--- src/rtl/mem_wb_stage_if.sv ---
// Pipeline-side and data-memory-side signals of the MEM/WB stage.
// The slave modport is the stage; the master modport is whatever feeds and serves it.
interface mem_wb_stage_if #(
    parameter int XLEN = 64
);
    logic            in_valid;
    logic            in_ready;
    logic [XLEN-1:0] alu_result;
    logic [XLEN-1:0] store_data;
    logic            mem_we;
    logic            mem_to_reg;
    logic            rd_we;
    logic [4:0]      rd_addr;

    logic            dmem_req;
    logic            dmem_we;
    logic [XLEN-1:0] dmem_addr;
    logic [XLEN-1:0] dmem_wdata;
    logic            dmem_gnt;
    logic            dmem_rvalid;
    logic [XLEN-1:0] dmem_rdata;

    logic            wb_valid;
    logic            wb_rd_we;
    logic [4:0]      wb_rd_addr;
    logic [XLEN-1:0] wb_data;

    modport master (
        output in_valid, alu_result, store_data, mem_we, mem_to_reg, rd_we, rd_addr,
        output dmem_gnt, dmem_rvalid, dmem_rdata,
        input  in_ready, dmem_req, dmem_we, dmem_addr, dmem_wdata,
        input  wb_valid, wb_rd_we, wb_rd_addr, wb_data
    );

    modport slave (
        input  in_valid, alu_result, store_data, mem_we, mem_to_reg, rd_we, rd_addr,
        input  dmem_gnt, dmem_rvalid, dmem_rdata,
        output in_ready, dmem_req, dmem_we, dmem_addr, dmem_wdata,
        output wb_valid, wb_rd_we, wb_rd_addr, wb_data
    );
endinterface

--- src/rtl/mem_wb_stage.sv ---
// Memory/writeback stage: one result in flight, optional data-memory access,
// then a single-cycle register-file write.
module mem_wb_stage #(
    parameter int XLEN = 64
) (
    input  logic          clk,
    input  logic          rst,
    mem_wb_stage_if.slave bus
);
    typedef enum logic [1:0] {IDLE, REQ, WAIT_R, WB} state_t;

    state_t          state_reg;
    state_t          state_next;
    logic [XLEN-1:0] addr_reg;
    logic [XLEN-1:0] wdata_reg;
    logic            store_reg;
    logic            rd_we_reg;
    logic [4:0]      rd_addr_reg;
    logic [XLEN-1:0] wb_data_reg;
    logic [4:0]      wb_rd_addr_reg;
    logic            accept;
    logic            is_mem_op;

    assign accept    = bus.in_valid && (state_reg == IDLE);
    assign is_mem_op = bus.mem_we || bus.mem_to_reg;

    always_ff @(posedge clk or posedge rst) begin
        if (rst) begin
            state_reg <= IDLE;
        end else begin
            state_reg <= state_next;
        end
    end

    always_comb begin
        state_next = state_reg;
        case (state_reg)
            IDLE:    if (accept) state_next = is_mem_op ? REQ : WB;
            REQ:     if (bus.dmem_gnt) state_next = store_reg ? WB : WAIT_R;
            WAIT_R:  if (bus.dmem_rvalid) state_next = WB;
            WB:      state_next = IDLE;
            default: state_next = IDLE;
        endcase
    end

    // rd_we_reg already folds in the x0 and store exclusions, so it can drive
    // wb_rd_we directly during WB.
    always_ff @(posedge clk or posedge rst) begin
        if (rst) begin
            addr_reg       <= '0;
            wdata_reg      <= '0;
            store_reg      <= 1'b0;
            rd_we_reg      <= 1'b0;
            rd_addr_reg    <= '0;
            wb_data_reg    <= '0;
            wb_rd_addr_reg <= '0;
        end else begin
            if (accept) begin
                addr_reg    <= bus.alu_result;
                wdata_reg   <= bus.store_data;
                store_reg   <= bus.mem_we;
                rd_addr_reg <= bus.rd_addr;
                rd_we_reg   <= bus.rd_we && (bus.rd_addr != 5'd0) && !bus.mem_we;
            end
            // Writeback fields change only on entry to WB so they hold otherwise.
            if (accept && !is_mem_op) begin
                wb_data_reg    <= bus.alu_result;
                wb_rd_addr_reg <= bus.rd_addr;
            end
            if ((state_reg == REQ) && bus.dmem_gnt && store_reg) begin
                wb_data_reg    <= addr_reg;
                wb_rd_addr_reg <= rd_addr_reg;
            end
            if ((state_reg == WAIT_R) && bus.dmem_rvalid) begin
                wb_data_reg    <= bus.dmem_rdata;
                wb_rd_addr_reg <= rd_addr_reg;
            end
        end
    end

    always_comb begin
        bus.in_ready = (state_reg == IDLE);
        bus.dmem_req = (state_reg == REQ);
        bus.dmem_we  = (state_reg == REQ) && store_reg;
        bus.wb_valid = (state_reg == WB);
        bus.wb_rd_we = (state_reg == WB) && rd_we_reg;
    end

    assign bus.dmem_addr  = addr_reg;
    assign bus.dmem_wdata = wdata_reg;
    assign bus.wb_data    = wb_data_reg;
    assign bus.wb_rd_addr = wb_rd_addr_reg;
endmodule

--- src/flat_wrapper.sv ---
// flat-port wrapper written by rule: the top's interface ports become plain ports
module mem_wb_stage_flat 
#(
    parameter int XLEN = 64
)
  (clk, rst, bus_in_valid, bus_alu_result, bus_store_data, bus_mem_we, bus_mem_to_reg, bus_rd_we, bus_rd_addr, bus_dmem_gnt, bus_dmem_rvalid, bus_dmem_rdata, bus_in_ready, bus_dmem_req, bus_dmem_we, bus_dmem_addr, bus_dmem_wdata, bus_wb_valid, bus_wb_rd_we, bus_wb_rd_addr, bus_wb_data);
  mem_wb_stage_if #(.XLEN(XLEN)) bus_i ();
  input  logic clk;
  input  logic rst;
  input wire logic [$bits(bus_i.in_valid)-1:0] bus_in_valid;
  input wire logic [$bits(bus_i.alu_result)-1:0] bus_alu_result;
  input wire logic [$bits(bus_i.store_data)-1:0] bus_store_data;
  input wire logic [$bits(bus_i.mem_we)-1:0] bus_mem_we;
  input wire logic [$bits(bus_i.mem_to_reg)-1:0] bus_mem_to_reg;
  input wire logic [$bits(bus_i.rd_we)-1:0] bus_rd_we;
  input wire logic [$bits(bus_i.rd_addr)-1:0] bus_rd_addr;
  input wire logic [$bits(bus_i.dmem_gnt)-1:0] bus_dmem_gnt;
  input wire logic [$bits(bus_i.dmem_rvalid)-1:0] bus_dmem_rvalid;
  input wire logic [$bits(bus_i.dmem_rdata)-1:0] bus_dmem_rdata;
  output wire logic [$bits(bus_i.in_ready)-1:0] bus_in_ready;
  output wire logic [$bits(bus_i.dmem_req)-1:0] bus_dmem_req;
  output wire logic [$bits(bus_i.dmem_we)-1:0] bus_dmem_we;
  output wire logic [$bits(bus_i.dmem_addr)-1:0] bus_dmem_addr;
  output wire logic [$bits(bus_i.dmem_wdata)-1:0] bus_dmem_wdata;
  output wire logic [$bits(bus_i.wb_valid)-1:0] bus_wb_valid;
  output wire logic [$bits(bus_i.wb_rd_we)-1:0] bus_wb_rd_we;
  output wire logic [$bits(bus_i.wb_rd_addr)-1:0] bus_wb_rd_addr;
  output wire logic [$bits(bus_i.wb_data)-1:0] bus_wb_data;
  assign bus_i.in_valid = bus_in_valid;
  assign bus_i.alu_result = bus_alu_result;
  assign bus_i.store_data = bus_store_data;
  assign bus_i.mem_we = bus_mem_we;
  assign bus_i.mem_to_reg = bus_mem_to_reg;
  assign bus_i.rd_we = bus_rd_we;
  assign bus_i.rd_addr = bus_rd_addr;
  assign bus_i.dmem_gnt = bus_dmem_gnt;
  assign bus_i.dmem_rvalid = bus_dmem_rvalid;
  assign bus_i.dmem_rdata = bus_dmem_rdata;
  assign bus_in_ready = bus_i.in_ready;
  assign bus_dmem_req = bus_i.dmem_req;
  assign bus_dmem_we = bus_i.dmem_we;
  assign bus_dmem_addr = bus_i.dmem_addr;
  assign bus_dmem_wdata = bus_i.dmem_wdata;
  assign bus_wb_valid = bus_i.wb_valid;
  assign bus_wb_rd_we = bus_i.wb_rd_we;
  assign bus_wb_rd_addr = bus_i.wb_rd_addr;
  assign bus_wb_data = bus_i.wb_data;
  mem_wb_stage #(.XLEN(XLEN)) u_core (.clk(clk), .rst(rst), .bus(bus_i));
endmodule
--- config.mk ---
export PLATFORM = sky130hd
export DESIGN_NAME = mem_wb_stage_flat
export DESIGN_NICKNAME = d
export VERILOG_FILES = /design/src/rtl/mem_wb_stage_if.sv /design/src/rtl/mem_wb_stage.sv /design/src/flat_wrapper.sv
export SDC_FILE = /design/constraint.sdc
export NUM_CORES = 1
export LEC_CHECK = 0
export CAP_MARGIN = 5
export CORE_AREA = 3 3 159 161
export DETAILED_ROUTE_END_ITERATION = 10
export DIE_AREA = 0 0 162 164
export PLACE_DENSITY_LB_ADDON = 0.05
export SYNTH_ARGS = -nofsm -noshare
export SYNTH_HDL_FRONTEND = slang
export SYNTH_SLANG_ARGS = --single-unit
--- constraint.sdc ---
create_clock -name clk -period 10.05 [get_ports clk]
set_clock_uncertainty 0.1 [all_clocks]
set_input_delay 2.01 -clock clk [delete_from_list [all_inputs] [get_ports clk]]
set_output_delay 2.01 -clock clk [all_outputs]
set_load 0.02 [all_outputs]
# [After elaboration in Yosys (flattened, before gate mapping)]
# Cells that the tools add are included.
[word_totals] ff_bits=206 input_bits=205 wordCells=42 output_inout_bits=202
[op_classes] n_mux=12 reduce_logical=16 eq_ne=6
[ops] op="two-way mux 64 bit" n=3
[ops] op="two-way mux 5 bit" n=3
[ops] op="logical AND 1 bit" n=9
[ops] op="two-way mux 2 bit" n=4
[ops] op="one-hot mux 2 bit (4 select lines)" n=1
[ops] op="nonzero test 5 bit" n=1
[ops] op="equality test 2 bit, second input constant" n=2
[ops] op="inequality test 2 bit, second input constant" n=2
[ops] op="AND reduction 3 bit" n=1
[ops] op="nonzero test 3 bit" n=1
[ops] op="equality test 2 x 1 -> 1 bit, second input constant" n=1
[ops] op="logical NOT 1 bit" n=2
[ops] op="logical NOT 2 bit" n=1
[ops] op="inequality test 2 x 1 -> 1 bit, second input constant" n=1
[ops] op="logical OR 1 bit" n=1
[ops] op="two-way mux 1 bit" n=1

# [Depth between registers and ports, before layout]
# Gate-level depths: netlist of the first run.
[logic_depth] depth_word=6 depth_mapped=8 depth_no_buf=5

# [Worst setup path before layout of the first run]
# OpenSTA, ideal clock, no wires.
[synth_timing] path_kind="register -> output" from="register u_core.state_reg[1]" to="output bus_dmem_we" path_slack_ps=6823 arrival_time_ps=1117 stages_incl_launch_ff=4 required_time_ps=7940 cell_sequence="dfrtp_1 -> inv_1 -> ha_1 -> and2_1"
[synth_via] elab_chain_len=2
[synth_lines] element="start: declaration" line_no="mem_wb_stage.sv:12" rtl="state_t state_reg;"
[synth_lines] element="start signal: assignment" line_no="mem_wb_stage.sv:31" rtl="state_reg <= state_next;"
[synth_lines] element="equality test 2 x 1 -> 1 bit"
[synth_lines] element="named net bus_dmem_req" line_no="flat_wrapper.sv:21" rtl="output wire logic [$bits(bus_i.dmem_req)-1:0] bus_dmem_req;"
[synth_lines] element="logical AND 1 bit" line_no="mem_wb_stage.sv:84" rtl="bus.dmem_we = (state_reg == REQ) && store_reg;"
[synth_lines] element="end: declaration" line_no="flat_wrapper.sv:22" rtl="output wire logic [$bits(bus_i.dmem_we)-1:0] bus_dmem_we;"
# The timed path passes the listed nets, and every way through them passes these cells.

# [Worst setup path in the final report of the first run]
[layout_timing] from="input bus_in_valid" to="register u_core.wdata_reg[50], in the netlist u_core.bus.dmem_wdata[50]"
[layout_via] elab_chain_len=1
[layout_lines] element="start: declaration" line_no="flat_wrapper.sv:10" rtl="input wire logic [$bits(bus_i.in_valid)-1:0] bus_in_valid;"
[layout_lines] element="logical AND 1 bit" line_no="mem_wb_stage.sv:24" rtl="assign accept = bus.in_valid && (state_reg == IDLE);"
[layout_lines] element="end signal: assignment" line_no="mem_wb_stage.sv:60" rtl="wdata_reg <= bus.store_data;"
[layout_lines] element="end: declaration" line_no="mem_wb_stage.sv:15" rtl="logic [XLEN-1:0] wdata_reg;"
# No other way between the ends.
# A chain may end at the register's enable or synchronous reset.

==> summary.md, run 1 <==
| Metric | Value |
|---|---|
| Die Height | `between 150 and 200 µm` |
| Post-CTS Setup Inserts | `0` |
| Max Root-Sink Buffers | `3` |
| Worst path max stage delay | `850 ps` |
| Clk_lat worst skew | `between 500 and 600 ps` |
| Pint | `around 3.0 mW` |
| Total CTS buffers | `24` |
| RePlAce Congestion | `0.775` |
| Hold_ws | `about 380 ps` |
| Vias in the first global route | `approximately 7,700` |
| Total GRT Usage | `0.222` |
| Largest net degree at the start of global routing | `between 100 and 150` |
| LEAKAGE | `between 5 and 6 nW` |
| # IOs | `~410` |
| Gate Count Post-Synth | `between 700 and 800` |
| Layout cells sized above 1 | `0.163` |
| Initial antenna violation count | `0` |
| Worst-path maximum fanout | `a little over 70` |
| DR vias/cell | `5.07` |
| CTS H-tree depth | `1` |
| CTS tree | `done` |
| Syn Area/Cell | `11.6 µm²` |
| CP Buf/Inv Count | `2` |
| Post-DP Area | `~13,000 µm²` |
| Met3 routed WL | `approximately 2.6 mm` |
| WL met2 | `15.0 mm` |
| DR pass1 iterations | `6` |
| Slew headroom | `0.292` |
| Dominant cells by area after synthesis | `dfrtp_1 58%, mux2_2 17%, nand2_1 5.9%` |
| CP Cell Sequence | `clkdlybuf4s50_1, nand2_4, buf_4, mux2_2` |
| Outcome | `complete, no violations` |
| Net switching power | `between 1.5 and 2 mW` |
| Area leader, netlist | `dfrtp_1` |
| Maximum vdd drop | `0.218 mV` |
| Combinational power share | `0.507` |
| P&R area growth vs syn | `56.6%` |
| Finish-stage setup viols | `0` |
| Final instance area | `around 14,000 µm²` |
| Starting Density | `0.370` |
| Max Used Layer | `met4` |
| Most common cell after layout, fill and taps aside | `clkdlybuf4s50_1` |
| Cell variety after synth | `27` |
| Measured slew at the worst slew-check pin | `1060 ps` |
| Post-CTS Hold Buffers | `0` |
| Routed wire length | `just over 30 mm` |
| RSZ-0062 raised after global routing | `no` |
| Die area | `approximately 27,000 µm²` |
| Sequential share of the synthesized area | `0.578` |
| Crit. End Element | `flop` |
| Placeable Area | `24,100 µm²` |
| Flops & latches, synth | `206` |
| DRC Markers | `0` |
| Seq pwr share | `0.319` |
| HPWL after detailed placement | `slightly above 20 mm` |
| Via count | `between 7,000 and 8,000` |
| Worst slack at placement | `slightly above 5000 ps` |
| Sum Neg Setup Slack | `0 ps` |
| Final nets | `1,363` |
| GRT overflow | `0` |
| Worst Hold Class | `flop to flop` |
| Sw Share | `0.379` |
| Metal-1 WL | `between 10 and 15 mm` |
| Horiz. Die Dim | `162 µm` |
| Drt wl/cell | `slightly above 20 µm` |
| Syn_nets | `approximately 1,000` |
| Most frequent cells in the layout | `406 x clkdlybuf4s50_1, 206 x dfrtp_1, 139 x nand2_1, 134 x mux2_2, 70 x nor2_1` |
| Synth Warn # | `0` |
| Top cell type's share of synthesized area | `0.578` |
| Clk pwr share | `0.175` |
| Delay-heaviest family, CP | `buffers and inverters` |
| Startpoint Class | `primary input` |
| Fin crit period | `4430 ps` |
| PortBufs | `between 400 and 500` |
| Pins Over Slew Limit | `0` |
| Final Hold Fails | `0` |
| Root Driver | `clkbuf_16` |
| Fmax | `about 0.23 GHz` |
| Critical path's slowest cell | `buf_4` |
| Pwr/cell area | `341 nW/µm²` |
| Req. time, crit path | `~10,000 ps` |
| Initial DRC count | `between 500 and 600` |
| Std-Cell Rows | `between 50 and 60` |
| Setup WS post-layout | `approximately 5600 ps` |
| Filler cell count | `2,107` |
| CP Class | `primary input to flop` |
| Arrival @ worst endpoint | `4720 ps` |
| Clock sinks | `206` |
| Clock-pin slew on the worst setup and hold paths | `around 60 ps` |
| Tcrit/Tclk final | `0.441` |
| Remaining antenna violation count after routing | `0` |
| First-pass GRT wire length | `46.2 mm` |
| Max Cap Viol | `0` |
| Cell Area, Synth | `8920 µm²` |
| Post-cts resize count | `0` |
worst reg2reg max path, delay by kind of cell (launching register included):
family | cells | cell delay (ps)
flops | 1 | 410
simple gates | 1 | 800
fa+ha+maj | 1 | 340
buf+inv | 2 | 1040
mux | 1 | 450
synth_stat cells:
| cell type | instances |
|---|---|
| nor2b_1 | 1 |
| nand4bb_1 | 1 |
| and2_1 | 3 |
| and4bb_1 | 1 |
| nand2_1 | 141 |
| dfrtp_1 | 206 |
| a311oi_2 | 5 |
| and3_1 | 1 |
| buf_1 | 2 |
| buf_4 | 4 |
| nand3_1 | 1 |
| a31oi_1 | 6 |
| a311oi_1 | 59 |
| ha_1 | 5 |
| o21ai_0 | 2 |
| a32oi_1 | 1 |
| mux2i_1 | 2 |
| buf_6 | 3 |
| buf_2 | 34 |
| nor3_1 | 66 |
| nor2_1 | 70 |
| mux2_2 | 134 |
| nand2b_1 | 3 |
| clkbuf_1 | 14 |
| or4_1 | 1 |
| inv_1 | 3 |
| a211oi_1 | 1 |
per-layer routing:
metal | vias to the layer above | global-route usage
li1 | 3497 | -
met3 | 47 | 0.0724
met5 | - | 0
met4 | 0 | 0.0609
met2 | 296 | 0.368
met1 | 3734 | 0.280
kinds of logic (layout without fill, tap and decap cells):
| kind of cell | after synthesis | in the layout | synth area share |
|---|---|---|---|
| buffers and inverters | 60 | 460 | 0.0342 |
| flip-flops | 206 | 206 | 0.578 |
| other | 0 | 1 | 0 |
| multiplexers | 136 | 136 | 0.171 |
| AND/OR/NAND/NOR | 289 | 289 | 0.136 |
| AO/OA/AOI/OAI | 74 | 74 | 0.0735 |
| adder cells (fa/ha/maj) | 5 | 5 | 0.00702 |
worst paths after layout:
| path | endpoint | depth (start not counted) | slack [ps] | startpoint |
|---|---|---|---|---|
| hold reg to reg | u_core.rd_we_reg | 2 | 380 | u_core.rd_we_reg |
| max in group asynchronous | u_core.bus.dmem_wdata[38] | 3 | 6220 | rst |
| min in group asynchronous | u_core.bus.dmem_wdata[23] | 2 | 1970 | rst |
| setup reg to reg | u_core.bus.dmem_wdata[50] | 5 | 6800 | u_core.state_reg[0] |
| hold / removal | u_core.rd_we_reg | 2 | 380 | u_core.rd_we_reg |
| setup / recovery | u_core.bus.dmem_wdata[50] | 4 | 5620 | bus_in_valid |
area by class of cell:
type / instances / area, µm² / share of cell area
repair buffers: 414 / 4120 / 0.295
multi-input cells: 504 / 3510 / 0.251
clock inverters: 6 / 30.0 / 0.00215
inverters: 3 / 18.8 / 0.00134
diodes: 1 / 2.50 / 0.000179
well taps: 324 / 405 / 0.0290
clock buffers: 37 / 721 / 0.0516
flip-flops and latches: 206 / 5150 / 0.369
stage by stage:
step | utilization | power, mW | std cells
after global placement | 0.548 | 3.93 | 1451
after floorplan | - | 2.76 | 770
after CTS | 0.579 | 4.81 | 1494
after global routing | 0.579 | 5.02 | 1494
after detailed placement | 0.548 | 3.96 | 1451
final | 0.579 | 4.76 | 1495
power by group through the flow:
stage / Combinational, mW / Sequential [mW] / Clock (mW)
2_1_floorplan: 0.755 / 2.00 / 0
3_3_place_gp: 2.41 / 1.52 / 0
3_5_place_dp: 2.44 / 1.53 / 0
4_1_cts: 2.44 / 1.52 / 0.855
5_1_grt: 2.56 / 1.57 / 0.891
6_report: 2.41 / 1.52 / 0.831
No activity file was read; power rests on OpenSTA's default activity.
==> run 2, diff against run 1 <==
CORE_AREA = unset   (was 3 3 159 161)
CORE_MARGIN = 3   (was unset)
CORE_UTILIZATION = 38   (was unset)
DIE_AREA = unset   (was 0 0 162 164)
clock period = 4 ns   (was 10.05 ns; I/O delays follow)
==> summary.md, run 2 (synthesis results as in run 1) <==
| Metric | Value |
|---|---|
| Drt wl/cell | `20.5 µm (-0.38%)` |
| Arrival @ worst endpoint | `2210 ps (-2510 ps)` |
| Worst Hold Class | `flop to flop` |
| Crit. path cell count | `4 (unchanged)` |
| Die area | `25,300 µm² (-4.6%)` |
| Initial antenna violation count | `0 (unchanged)` |
| DRC Markers | `0 (unchanged)` |
| Maximum vdd drop | `0.538 mV (+150%)` |
| Measured slew at the worst slew-check pin | `729 ps (-333 ps)` |
| Post-CTS Setup Inserts | `0 (unchanged)` |
| Final instance area | `14,100 µm² (+1.3%)` |
| Multi-input logic area | `3510 µm² (unchanged)` |
| Worst R2R Setup Slack | `1490 ps (-5310 ps)` |
| Die Height | `159 µm (-2.9%)` |
| GRT overflow | `0 (unchanged)` |
| Req. time, crit path | `3100 ps (-7240 ps)` |
| Finish-stage setup viols | `0 (unchanged)` |
| Crit. End Element | `output port` |
| Total GRT Usage | `0.232 (+0.0103)` |
| Final nets | `1,374 (+0.81%)` |
| Root Driver | `clkbuf_16` |
| CTS H-tree depth | `1 (unchanged)` |
| Via count | `7,660 (+1.1%)` |
| Worst path max stage delay | `670 ps (-180 ps)` |
| Total CTS buffers | `24 (unchanged)` |
| Critical path's slowest cell | `clkdlybuf4s50_1` |
| Vias in the first global route | `7,964 (+4.0%)` |
| Worst r2r dst | `u_core.bus.wb_data[28]` |
| CP Class | `flop to output port` |
| Pins Over Slew Limit | `0 (unchanged)` |
| Placeable Area | `22,800 µm² (-5.2%)` |
| Remaining antenna violation count after routing | `0 (unchanged)` |
| Most common cell after layout, fill and taps aside | `clkdlybuf4s50_1` |
| Sum Neg Setup Slack | `0 ps (unchanged)` |
| CP endpoint | `bus_dmem_we` |
| Filler cell count | `1,949 (-7.5%)` |
| CTS tree | `done` |
| Fin crit period | `roughly 3100 ps` |
| Worst-path maximum fanout | `5 (-93%)` |
| # diodes | `0 (-1)` |
| Clk_lat worst skew | `510 ps (about the same)` |
| Hold_ws | `383 ps (+3.78 ps)` |
| Reg2Reg Launch Point | `u_core.state_reg[0]` |
| Outcome | `complete, no violations` |
| RePlAce Congestion | `0.808 (+4.2%)` |
| Std-Cell Rows | `55 (-3.5%)` |
| Layout cells sized above 1 | `0.172 (+0.00879)` |
| Most frequent cells in the layout | `406 x clkdlybuf4s50_1, 206 x dfrtp_1, 139 x nand2_1, 134 x mux2_2, 70 x nor2_1` |
| Largest net degree at the start of global routing | `54 (-62%)` |
| HPWL after detailed placement | `21.6 mm (+5.2%)` |
| Post-DP Area | `13,400 µm² (+1.2%)` |
| Max Cap Viol | `0 (unchanged)` |
| Startpoint Class | `flop` |
| Horiz. Die Dim | `159 µm (-1.7%)` |
| Routed wire length | `30.6 mm (-0.52%)` |
| Slew headroom | `0.514 (+0.222)` |
| Delay-heaviest family, CP | `buffers and inverters` |
| Final Hold Fails | `0 (unchanged)` |
| # IOs | `407 (unchanged)` |
| LEAKAGE | `5.88 nW (+1.6%)` |
| Clock-pin slew on the worst setup and hold paths | `60 ps (about the same)` |
| Post-CTS Hold Buffers | `0 (unchanged)` |
| First-pass GRT wire length | `47.1 mm (+1.9%)` |
| P&R area growth vs syn | `58.6%` |
| DR vias/cell | `5.13 (+1.3%)` |
| Starting Density | `0.390 (+0.0204)` |
| CP Buf/Inv Count | `2 (unchanged)` |
| PortBufs | `406 (unchanged)` |
| Clock sinks | `206 (unchanged)` |
| Register area | `5150 µm² (unchanged)` |
| Crit path from | `u_core.state_reg[1]` |
| Initial DRC count | `516 (+1.8%)` |
| Cell depth of the worst flop-to-flop path | `6 (+1)` |
| RSZ-0062 raised after global routing | `no` |
| Pwr/cell area | `856 nW/µm² (+150%)` |
| DR pass1 iterations | `4 (-2)` |
| CP Cell Sequence | `inv_1, ha_1, and2_1, clkdlybuf4s50_1` |
| Tcrit/Tclk final | `0.778` |
| Max Root-Sink Buffers | `3 (unchanged)` |
| Fmax | `approximately 0.32 GHz` |
| Post-cts resize count | `0 (unchanged)` |
==> run 2: cell types whose count changed in the layout (fill, tap and decap cells not counted), sizes merged <==
cell / delta
buf: +11
bufinv: +1
clkbuf: -1
clkinv: -1
clkinvlp: +1
diode: -1
inv: -1
==> run 2: metal layers <==
metal	vias up	global-route usage	share of wire
li1	3509	-	-
met1	3764	0.281	0.39
met2	329	0.399	0.49
met3	58	0.0708	0.084
met4	0	0.0712	0.033
met5	-	0	0
==> run 2: worst min path at each step <==
stage	start	end	cells after the start
after floorplan	u_core.rd_we_reg	u_core.rd_we_reg	2
after global placement	u_core.rd_we_reg	u_core.rd_we_reg	2
after detailed placement	u_core.rd_we_reg	u_core.rd_we_reg	2
after CTS	u_core.rd_we_reg	u_core.rd_we_reg	2
after global routing	u_core.bus.dmem_wdata[51]	u_core.bus.dmem_wdata[51]	1
final	u_core.rd_we_reg	u_core.rd_we_reg	2
==> run 2: worst register-to-register path, cell delays in order, from the launching register on <==
cell	delay [ps]
dfrtp_1	420
inv_1	140
ha_1	380
and4bb_2	600
buf_12	320
nand2_1	140
a311oi_1	300
==> run 2: report_power, final <==
part | leakage, nW | internal, mW | switching [mW]
combinational | 3.09 | 3.06 | 3.04
sequential | 2.40 | 3.18 | 0.659
clock | 0.391 | 1.31 | 0.859
==> run 2: final cells by class <==
cell class | count | share of cell area
Tap cell | 313 | 0.0277
Clock buffer | 36 | 0.0514
Timing Repair Buffer | 425 | 0.304
Inverter | 3 | 0.00106
Clock inverter | 6 | 0.00389
Sequential cell | 206 | 0.364
Multi-Input combinational cell | 504 | 0.248
==> run 2: stage by stage <==
step | setup slack (ps) | util | instances | total power, mW
after floorplan | 428 | - | 770 | 6.93
after CTS | 854 | 0.619 | 1493 | 12.2
after global placement | 996 | 0.585 | 1451 | 9.92
after global routing | 761 | 0.619 | 1493 | 12.7
final | 887 | 0.619 | 1493 | 12.1
after detailed placement | 898 | 0.585 | 1451 | 10.0
